File: src/rtl/xpart_mem_pkg.sv
// Shared types for the walker/data-memory port arbiter: FSM states, grant encoding,
// PTE alignment and the alternating-priority pick.
package xpart_mem_pkg;

   typedef enum logic [1:0] {
      IDLE = 2'd0,
      REQ  = 2'd1,
      RESP = 2'd2
   } arb_state_t;

   typedef enum logic {
      GRANT_PTW  = 1'b0,
      GRANT_DMEM = 1'b1
   } grant_t;

   localparam int unsigned PTE_ALIGN_BITS = 3;

   // With both ports pending, the one that did not win last time gets the port.
   function automatic grant_t pick_grant(input logic ptw_pend, input logic dmem_pend,
                                         input grant_t last_grant);
      grant_t g;
      if (ptw_pend && dmem_pend) begin
         g = (last_grant == GRANT_DMEM) ? GRANT_PTW : GRANT_DMEM;
      end else if (ptw_pend) begin
         g = GRANT_PTW;
      end else begin
         g = GRANT_DMEM;
      end
      return g;
   endfunction

endpackage

File: src/rtl/arb_resp_slot.sv
// Per-requester response slot: read-data register plus a done flag that is high for
// exactly the one cycle following a capture strobe.
module arb_resp_slot #(
   parameter int unsigned DATA_W = 64
) (
   input  logic              clk,
   input  logic              rst,
   input  logic              capture,
   input  logic [DATA_W-1:0] capture_data,
   output logic [DATA_W-1:0] rdata,
   output logic              done
);

   // Data held until the next accepted response; done is a pure one-shot.
   always_ff @(posedge clk) begin
      if (!rst) begin
         rdata <= {DATA_W{1'b0}};
         done  <= 1'b0;
      end else begin
         done <= capture;
         if (capture) begin
            rdata <= capture_data;
         end
      end
   end

endmodule

File: src/rtl/ptw_mem_arbiter.sv
// Shares one valid/ready memory port between the MMU page-table walker and the core
// data-memory stage, one transaction at a time, alternating priority under contention.
module ptw_mem_arbiter
   import xpart_mem_pkg::*;
#(
   parameter int unsigned ADDR_W = 64,
   parameter int unsigned DATA_W = 64,
   parameter int unsigned MASK_W = 8
) (
   input  logic              clk,
   input  logic              rst,
   input  logic              ptw_ren,
   input  logic [ADDR_W-1:0] ptw_addr,
   output logic [DATA_W-1:0] ptw_rdata,
   output logic              ptw_stall,
   input  logic              dmem_req,
   input  logic              dmem_we,
   input  logic [ADDR_W-1:0] dmem_addr,
   input  logic [DATA_W-1:0] dmem_wdata,
   input  logic [MASK_W-1:0] dmem_wmask,
   output logic [DATA_W-1:0] dmem_rdata,
   output logic              dmem_stall,
   output logic              mem_req_valid,
   input  logic              mem_req_ready,
   output logic              mem_we,
   output logic [ADDR_W-1:0] mem_addr,
   output logic [DATA_W-1:0] mem_wdata,
   output logic [MASK_W-1:0] mem_wmask,
   input  logic              mem_resp_valid,
   input  logic [DATA_W-1:0] mem_rdata
);

   localparam logic [ADDR_W-1:0] PTE_MASK =
      {{(ADDR_W-PTE_ALIGN_BITS){1'b1}}, {PTE_ALIGN_BITS{1'b0}}};

   arb_state_t        state_r, state_s;
   grant_t            grant_r, grant_s;
   grant_t            last_grant_r, last_grant_s;
   logic              aborted_r, aborted_s;
   logic              req_valid_s, we_s;
   logic [ADDR_W-1:0] addr_s;
   logic [DATA_W-1:0] wdata_s;
   logic [MASK_W-1:0] wmask_s;
   logic              ptw_done_s, dmem_done_s;
   logic              ptw_pend_s, dmem_pend_s, granted_req_s;
   logic              ptw_capture_s, dmem_capture_s;

   assign ptw_stall     = ptw_ren & ~ptw_done_s;
   assign dmem_stall    = dmem_req & ~dmem_done_s;
   assign ptw_pend_s    = ptw_stall;
   assign dmem_pend_s   = dmem_stall;
   assign granted_req_s = (grant_r == GRANT_PTW) ? ptw_ren : dmem_req;

   // Next-state, next request fields and response capture strobes.
   always_comb begin
      state_s        = state_r;
      grant_s        = grant_r;
      last_grant_s   = last_grant_r;
      aborted_s      = aborted_r;
      req_valid_s    = mem_req_valid;
      we_s           = mem_we;
      addr_s         = mem_addr;
      wdata_s        = mem_wdata;
      wmask_s        = mem_wmask;
      ptw_capture_s  = 1'b0;
      dmem_capture_s = 1'b0;
      case (state_r)
         IDLE: begin
            if (ptw_pend_s || dmem_pend_s) begin
               grant_s      = pick_grant(ptw_pend_s, dmem_pend_s, last_grant_r);
               last_grant_s = grant_s;
               aborted_s    = 1'b0;
               req_valid_s  = 1'b1;
               state_s      = REQ;
               if (grant_s == GRANT_PTW) begin
                  we_s    = 1'b0;
                  addr_s  = ptw_addr & PTE_MASK;
                  wdata_s = {DATA_W{1'b0}};
                  wmask_s = {MASK_W{1'b0}};
               end else begin
                  we_s    = dmem_we;
                  addr_s  = dmem_addr;
                  wdata_s = dmem_wdata;
                  wmask_s = dmem_wmask;
               end
            end else begin
               state_s = IDLE;
            end
         end
         REQ: begin
            // A requester that lets go at any point before its response forfeits it.
            aborted_s = aborted_r | ~granted_req_s;
            if (mem_req_ready) begin
               req_valid_s = 1'b0;
               state_s     = RESP;
            end else begin
               state_s = REQ;
            end
         end
         RESP: begin
            aborted_s = aborted_r | ~granted_req_s;
            if (mem_resp_valid) begin
               state_s = IDLE;
               if (!aborted_s) begin
                  ptw_capture_s  = (grant_r == GRANT_PTW);
                  dmem_capture_s = (grant_r == GRANT_DMEM);
               end else begin
                  ptw_capture_s  = 1'b0;
                  dmem_capture_s = 1'b0;
               end
            end else begin
               state_s = RESP;
            end
         end
         default: begin
            state_s     = IDLE;
            req_valid_s = 1'b0;
         end
      endcase
   end

   // FSM and downstream request registers.
   always_ff @(posedge clk) begin
      if (!rst) begin
         state_r       <= IDLE;
         grant_r       <= GRANT_DMEM;
         last_grant_r  <= GRANT_DMEM;
         aborted_r     <= 1'b0;
         mem_req_valid <= 1'b0;
         mem_we        <= 1'b0;
         mem_addr      <= {ADDR_W{1'b0}};
         mem_wdata     <= {DATA_W{1'b0}};
         mem_wmask     <= {MASK_W{1'b0}};
      end else begin
         state_r       <= state_s;
         grant_r       <= grant_s;
         last_grant_r  <= last_grant_s;
         aborted_r     <= aborted_s;
         mem_req_valid <= req_valid_s;
         mem_we        <= we_s;
         mem_addr      <= addr_s;
         mem_wdata     <= wdata_s;
         mem_wmask     <= wmask_s;
      end
   end

   arb_resp_slot #(.DATA_W(DATA_W)) u_ptw_slot (
      .clk          (clk),
      .rst          (rst),
      .capture      (ptw_capture_s),
      .capture_data (mem_rdata),
      .rdata        (ptw_rdata),
      .done         (ptw_done_s)
   );

   arb_resp_slot #(.DATA_W(DATA_W)) u_dmem_slot (
      .clk          (clk),
      .rst          (rst),
      .capture      (dmem_capture_s),
      .capture_data (mem_rdata),
      .rdata        (dmem_rdata),
      .done         (dmem_done_s)
   );

endmodule

File: config.mk
export PLATFORM = sky130hd
export DESIGN_NAME = ptw_mem_arbiter
export DESIGN_NICKNAME = d
export VERILOG_FILES = /design/src/rtl/xpart_mem_pkg.sv /design/src/rtl/arb_resp_slot.sv /design/src/rtl/ptw_mem_arbiter.sv
export SDC_FILE = /design/constraint.sdc
export NUM_CORES = 1
export LEC_CHECK = 0
export BUFFER_PORTS_ARGS = -buffer_cell sky130_fd_sc_hd__buf_2
export CAP_MARGIN = 40
export CORE_AREA = 3 3 210 212
export CTS_BUF_LIST = sky130_fd_sc_hd__clkbuf_8
export DETAILED_ROUTE_END_ITERATION = 7
export DIE_AREA = 0 0 213 215
export PLACE_DENSITY = 0.53
export RECOVER_POWER = 50
export SLEW_MARGIN = 15
export SYNTH_ARGS = -nofsm -noshare
export SYNTH_HDL_FRONTEND = slang
export SYNTH_SLANG_ARGS = --single-unit
File: constraint.sdc
create_clock -name clk -period 2.3 [get_ports clk]
set_input_delay 0.345 -clock clk [delete_from_list [all_inputs] [get_ports clk]]
set_output_delay 0.345 -clock clk [all_outputs]
set_load 0.03 [all_outputs]
=== Yosys cells after proc, flatten, opt, wreduce, memory -nomap -nowiden ===
Index checks and enable logic that the tools add are counted.

* Register bits after elaboration: 272
* Input bits: 271
* Output and inout port bits: 268
* Logic and storage cells: 57

* Equality and inequality tests: 4
* Multiplexer cells: 25
* Bitwise gates (word level): 8
* Reduce and logical (&&, ||, !) cells: 8

{| class="wikitable"
|+ Operators by type and width
! kind !! number
|-
| $mux 64 || 2
|-
| $mux 1 || 17
|-
| $mux 8 || 1
|-
| $pmux 2 s3 || 1
|-
| $not 1->1 || 5
|-
| $mux 2 || 2
|-
| $ne 2x2->1 const B || 2
|-
| $reduce_and 2->1 || 2
|-
| $pmux 1 s3 || 1
|-
| $reduce_and 3->1 || 1
|-
| $and 1x1->1 || 2
|-
| $eq 2x1->1 const B || 1
|-
| $eq 2x2->1 const B || 1
|-
| $logic_not 2->1 || 1
|-
| $pmux 1 s2 || 1
|-
| $reduce_bool 2->1 || 1
|-
| $reduce_or 2->1 || 1
|-
| $logic_and 1x1->1 || 1
|-
| $logic_or 1x1->1 || 1
|-
| $or 1x1->1 || 1
|}

=== Logic depth before layout (Yosys ltp) ===
Gate-level depths: netlist of run 1.

* Word-level depth: 7
* Gate-level depth with buffers: 7
* Depth with buffers taken out: 5

=== Cells and area by module ===
Synthesis of run 1 repeated with hierarchy kept, for this count alone.

* Cells, all modules: 1,167
* Area, all modules: 11,743.8 um2

{| class="wikitable"
|+ By module, submodules not included
! module !! times used !! cells each !! area an instance (um2) !! sequential area each (um2)
|-
| ptw_mem_arbiter || 1 || 751 || 6,764.0 || 2,842.7
|-
| arb_resp_slot || 2 || 208 || 2,489.9 || 1,301.2
|}

=== Worst setup path after synthesis of run 1 ===
Ideal clock, no wire load.

* Kind: register -> register
* From: reg state_r[0]
* To: reg mem_addr[3]
* Arrival: 1.456 ns
* Path slack: 0.725 ns
* Cell stages (with the launch flop): 7
* Buffers on the path: 2
* Cell sequence: dfxtp_1 -> inv_1 -> ha_1 -> clkbuf_1 -> clkbuf_1 -> o221ai_1 -> o221a_2

* Longest elaborated chain between the ends: 2

{| class="wikitable"
|+ RTL lines
! element !! RTL line !! RTL
|-
| start, declared || ptw_mem_arbiter.sv:36 || <nowiki>arb_state_t state_r, state_s;</nowiki>
|-
| start signal, assigned || ptw_mem_arbiter.sv:135 || <nowiki>state_r <= state_s;</nowiki>
|-
| $logic_not 2->1 || ptw_mem_arbiter.sv:67 || <nowiki>case (state_r)</nowiki>
|-
| $reduce_and 2->1 (no line) || -- ||
|-
| end signal, assigned || ptw_mem_arbiter.sv:131 || <nowiki>mem_addr <= {ADDR_W{1'b0}};</nowiki>
|-
| end signal, assigned || ptw_mem_arbiter.sv:141 || <nowiki>mem_addr <= addr_s;</nowiki>
|-
| end, declared || ptw_mem_arbiter.sv:26 || <nowiki>output logic [ADDR_W-1:0] mem_addr,</nowiki>
|}

No other way between the ends.
A chain may end at the register's enable or synchronous reset.

=== Worst setup path after layout of run 1 ===
* From: reg u_dmem_slot.done
* To: out dmem_stall

* Longest elaborated chain between the ends: 2

{| class="wikitable"
|+ RTL lines
! element !! RTL line !! RTL
|-
| start, declared || arb_resp_slot.sv:11 || <nowiki>output logic done</nowiki>
|-
| start signal, assigned || arb_resp_slot.sv:20 || <nowiki>done <= capture;</nowiki>
|-
| $not 1->1 || ptw_mem_arbiter.sv:49 || <nowiki>assign dmem_stall = dmem_req & ~dmem_done_s;</nowiki>
|-
| $and 1x1->1 || ptw_mem_arbiter.sv:49 ||
|-
| end, declared || ptw_mem_arbiter.sv:22 || <nowiki>output logic dmem_stall,</nowiki>
|}

No other way between the ends.

==> results.md, run 1 <==
* Outcome: finished clean
* # setup viols final at 0
* CTS root buf: clkbuf_8
* Top cell type's share of synthesized area at 46.8%
* Area grow syn2layout at 45.2%
* Avg WL per Cell at 19.2 µm
* Reg-to-reg endpoint: mem_addr[17]
* Lkg Pwr at 0.00628 µW
* Crit path max fanout at 66
* CP Data Arrival Time at 1.82 ns
* Final Slew Violations at 0
* Startpoint Class: flop
* Storage cell area at 5450 µm²
* Synth cell types at 33
* Share of post-route cells with drive strength above 1 at 20.6%
* Multi-input logic area at 5410 µm²
* Async SR Flop Fraction at 0%
* Gpl congestion at 0.816
* Synthesized instance count at 1340
* Ys Warns at 0
* Fmax at 462 MHz
* Clock Skew at 0.0240 ns
* Syn nets at 1615
* Initial core utilization at 27.6%
* Remaining Overflow, GRT at 0
* Clock Latency Late Sink at 0.59 ns
* Hold path cells at 3
* Syn Area/Cell at 8.68 µm²
* Synth area leader: dfxtp_1
* Residual DRC at 0
* Initial antenna violation count at 16
* Die height at 215 µm
* Final TNS setup at 0 ns
* Main synth FF type: dfxtp_1
* First-pass GRT wire length at 73200 µm
* Overall die width at 213 µm
* Max_slew headroom at 48.6%
* Antenna viol nets, final at 0
* DRT Pass-1 Iters at 5
* Fillers at 4420
* Sink Count at 272
* Die area at 45800 µm²
* Standard-cell row count at 75
* FF+latch count, synth at 272
* Count leader, synth: dfxtp_1
* Setup bufs post-CTS at 0
* Synthesized area at 11600 µm²
* Largest net degree at the start of global routing at 91
* H-tree Lvls at 2
* CTS tree: yes
* Clock slew seen by the registers of the worst setup and hold paths at 0.06 ns
* Register-to-Register Path Depth at 5
* Power Dens Cells at 724 nW/µm²
* Least-Margin Pin Slew at 0.772 ns
* Worst path required time at 1.96 ns
* Via-per-instance ratio at 5.15
* Final core utilization at 40.1%
* WHS Endpoint: state_r[1]
* I/O Buffers at 535
* Maximum vdd drop at 0.000377 V
* Number of flops mapped to enable cells by yosys at 0
* Gr usage total at 19.8%
* Unrepaired setup endpoints after global routing: no
* Ranking of synthesized cells by area: dfxtp_1 47%, a21oi_1 5.6%, o21ai_0 5.5%, nand3_1 5.5%, nand2_1 5.0%
* Flop-to-flop setup slack at 0.14 ns
* Top-Level Pins at 539
* Total CTS buffers at 49
* Vias in the first global route at 12874
* Sequential area share after synthesis at 46.8%
* Total core area at 42100 µm²
* CP Capture Type: output port
* Hold Crit Start: mem_resp_valid
* Maxcap violations at 0
* HP Class: input port to flop
* Reg-to-Reg Start: state_r[0]
* Period utilization at 94.2%
* Vias at 12935
* WL final at 48300 µm
* DR iter-0 viols at 1059
* Post-synth top cells: 272 x dfxtp_1, 154 x nand2_1, 130 x a21oi_1
* Critical path class: flop to output port
* Minimum clock period at 2.17 ns
* DP Wirelength at 30700 µm
* Nets at 2205
* Final-report hold violation count at 0
* Worst-case clock buffer depth at 3
## through the flow
step                hold slack (ns)  total power [µW]  cell area (µm²)  instances  worst slack (ns)
global placement              0.450              7440            14800       2277             0.373
global route                 0.0565             12800            16900       2511            0.0125
finish                       0.0811             12200            16900       2511             0.134
floorplan                     0.490              6600            11600       1340             0.725
detailed placement            0.455              7460            14800       2277             0.299
CTS                         0.00216             12500            17200       2502            0.0936
## layout make-up
cell class	count	share of cell area, %
repair buffers	711	25.5
well taps	539	3.99
flip-flops and latches	272	32.2
clock inverters	21	0.844
clock buffers	63	5.13
inverters	8	0.193
multi-input cells	888	32.0
diodes	9	0.133
## metal layers
layer	up-vias	wire length, µm	GRT usage, %	part of all wire (%)
met5	-	63	0	0.13
met4	10	1580	8.27	3.3
met3	110	4310	6.33	8.9
met2	571	23200	33.0	48
met1	6090	19100	23.3	40
li1	6154	-	-	-
## critical path, stage by stage (launching register included)
cell,delay (ns)
dfxtp_1,0.34
and2b_2,0.26
buf_12,0.28
buf_2,0.27
## registers in the layout, summed over array words and instances (netlist names), 2 cells and up
register / flops
mem_addr: 64
mem_wdata: 64
u_dmem_slot.rdata: 64
u_ptw_slot.rdata: 64
mem_wmask: 8
state_r: 2
## cell usage in the layout (no fill, tap or decap), types with 3 or more instances in the layout
cell             n
a21boi_0        39
a21boi_1        23
a21oi_1        130
buf_12          22
buf_2          268
buf_4           12
clkbuf_1       266
clkbuf_8        63
dfxtp_1        271
diode_2          9
dlygate4sd3_1  141
ha_1             4
inv_1           22
nand2_1        153
nand2b_1         3
nand3_1        128
nand3b_1        62
o21ai_0        129
o221a_1         43
o221a_2         19
o221ai_1        61
o22ai_1         76
## cell families after synthesis
kind of cell | synth area share [%]
compound gates | 30.3
simple gates | 15.3
flops | 46.8
buf+inv | 7.10
fa+ha+maj | 0.430
mux | 0.0860
## worst max path at each step
stage / depth (start not counted) / slack (ns) / from / to
final: 3 / 0.13 / u_dmem_slot.done / dmem_stall
after global routing: 5 / 0.01 / state_r[0] / aborted_r
after CTS: 3 / 0.09 / u_dmem_slot.done / dmem_stall
after detailed placement: 6 / 0.30 / state_r[0] / u_dmem_slot.rdata[0]
after global placement: 6 / 0.37 / state_r[0] / u_ptw_slot.rdata[8]
after floorplan: 6 / 0.73 / state_r[0] / mem_addr[3]
## where the power goes
group	total, µW	internal [µW]	switching (µW)
logic	2400	867	1530
clock network	4750	2660	2090
registers	5090	4950	135
## repair_timing
action / in CTS / in global routing
gates resized for setup: 0 / 0
hold buffers: 141 / 0
endpoints found under the setup margin: 0 / 0
hold endpoints to repair: 201 / 0
(Power assumes the default switching activity.)
==> run 2, diff against run 1 <==
Settings changed: MAX_ROUTING_LAYER from default to met4.
Clock period 2.3 ns to 2.7 ns, I/O delays scaled along.
==> results.md, run 2 (synthesized netlist as in run 1, its figures left out) <==
* Antenna viol nets, final at 0 (unchanged)
* Total core area at 42100 µm² (unchanged)
* Top-Level Pins at 539 (unchanged)
* Total CTS buffers at 51 (+4.1%)
* Storage cell area at 5450 µm² (unchanged)
* Residual DRC at 0 (unchanged)
* Critical path class: flop to output port
* CTS tree: yes
* DR iter-0 viols at 829 (-22%)
* Gpl congestion at 0.823 (+0.83%)
* Vias at 12503 (-3.3%)
* DP Wirelength at 30800 µm (+0.13%)
* Nets at 2124 (-3.7%)
* Clock slew seen by the registers of the worst setup and hold paths at 0.06 ns (about the same)
* Setup slack after layout at 0.341 ns (+0.207 ns)
* Maximum vdd drop at 0.000339 V (-10%)
* Vias in the first global route at 12162 (-5.5%)
* Unrepaired setup endpoints after global routing: no
* Clock Latency Late Sink at 0.60 ns (about the same)
* # setup viols final at 0 (unchanged)
* Fin cells at 2439 (-2.9%)
* DRT Pass-1 Iters at 5 (unchanged)
* Clock Skew at 0.0133 ns (-0.0107 ns)
* Final core utilization at 38.0% (-2.1 points)
* H-tree Lvls at 2 (unchanged)
* Largest net degree at the start of global routing at 141 (+55%)
* Final-report hold violation count at 0 (unchanged)
* Setup bufs post-CTS at 0 (unchanged)
* Pre-CTS WS at 0.526 ns (+0.227 ns)
* Via-per-instance ratio at 5.13 (-0.49%)
* Commonest non-fill, non-tap cell in the layout: dfxtp_1
* Initial core utilization at 27.6% (unchanged)
* Outcome: finished clean
* Share of post-route cells with drive strength above 1 at 21.3% (+0.67 points)
* Startpoint Class: flop
* Least-Margin Pin Slew at 0.879 ns (+0.108 ns)
* Most frequent cells in the layout: 271 x dfxtp_1, 269 x buf_2, 265 x clkbuf_1
* Sink Count at 272 (unchanged)
* Worst path required time at 2.30 ns (+0.34 ns)
* First-pass GRT wire length at 70500 µm (-3.7%)
* Flop-to-flop setup slack at 0.51 ns (+0.37 ns)
* Die height at 215 µm (unchanged)
* Crit path max fanout at 55 (-17%)
* Max_slew headroom at 41.4% (-7.2 points)
* Period utilization at 87.4%
* Minimum clock period at 2.36 ns
* Die area at 45800 µm² (unchanged)
* Power Dens Cells at 646 nW/µm² (-11%)
* WL final at 46700 µm (-3.3%)
* Gr usage total at 19.7% (-0.052 points)
* Fmax at 424 MHz
* Initial antenna violation count at 16 (unchanged)
* CP Data Arrival Time at 1.95 ns (+0.13 ns)
* Worst-case clock buffer depth at 3 (unchanged)
* Avg WL per Cell at 19.1 µm (-0.43%)
* Placed insts at 2271 (-0.26%)
* CP Capture Type: output port
* Final TNS setup at 0 ns (unchanged)
* Fillers at 4522 (+2.3%)
* Multi-input logic area at 5410 µm² (unchanged)
* HP Class: input port to flop
* Maxcap violations at 0 (unchanged)
* Overall die width at 213 µm (unchanged)
* Lkg Pwr at 0.00593 µW (-5.6%)
* I/O Buffers at 535 (unchanged)
* CTS root buf: clkbuf_8
* Resize count post-CTS at 0 (unchanged)
* Area grow syn2layout at 37.6%
* Remaining Overflow, GRT at 0 (unchanged)
* Final Slew Violations at 0 (unchanged)
* Hold-fix buffers at CTS at 63 (-55%)
* Standard-cell row count at 75 (unchanged)
==> run 2: power by group <==
part           switching [µW]  internal (µW)  total (µW)  leakage (µW)
clock network            1780           2310        4080      0.000612
logic                    1280            652        1930       0.00310
registers                 114           4220        4330       0.00221
==> run 2: final timing paths <==
check | from | endpoint | cells after the start
worst max-delay path | u_ptw_slot.done | ptw_stall | 3
worst min-delay path | mem_rdata[50] | u_dmem_slot.rdata[50] | 3
worst max register to register | state_r[1] | mem_wdata[26] | 5
worst min register to register | mem_req_valid | mem_req_valid | 2
==> run 2: area by class of cell <==
cell class,count,share of cell area (%)
Multi-Input combinational cell,888,33.8
Sequential cell,272,34.0
Clock buffer,64,5.50
Clock inverter,27,1.01
Antenna cell,13,0.203
Timing Repair Buffer,628,21.1
Inverter,8,0.203
Tap cell,539,4.21
==> run 2: critical path, stage by stage, from the launching register on <==
cell	delay, ns
dfxtp_2	0.48
nor2b_4	0.33
buf_12	0.28
buf_2	0.24
==> run 2: routing by layer <==
layer | wire [µm] | up-vias | track usage [%]
li1 | - | 5998 | -
met1 | 19400 | 5930 | 23.6
met2 | 22000 | 496 | 31.1
met3 | 4070 | 79 | 5.86
met4 | 1180 | 0 | 7.78
met5 | 0 | - | -
==> run 2: per-stage QoR <==
step                power, µW  hold WS [ns]  instance area (µm²)
finish                  10300        0.0592                16000
global placement         6300         0.450                14600
detailed placement       6310         0.455                14600
global route            10900        0.0136                16000
floorplan                5620         0.503                11600
CTS                     10600     0.0000994                16300
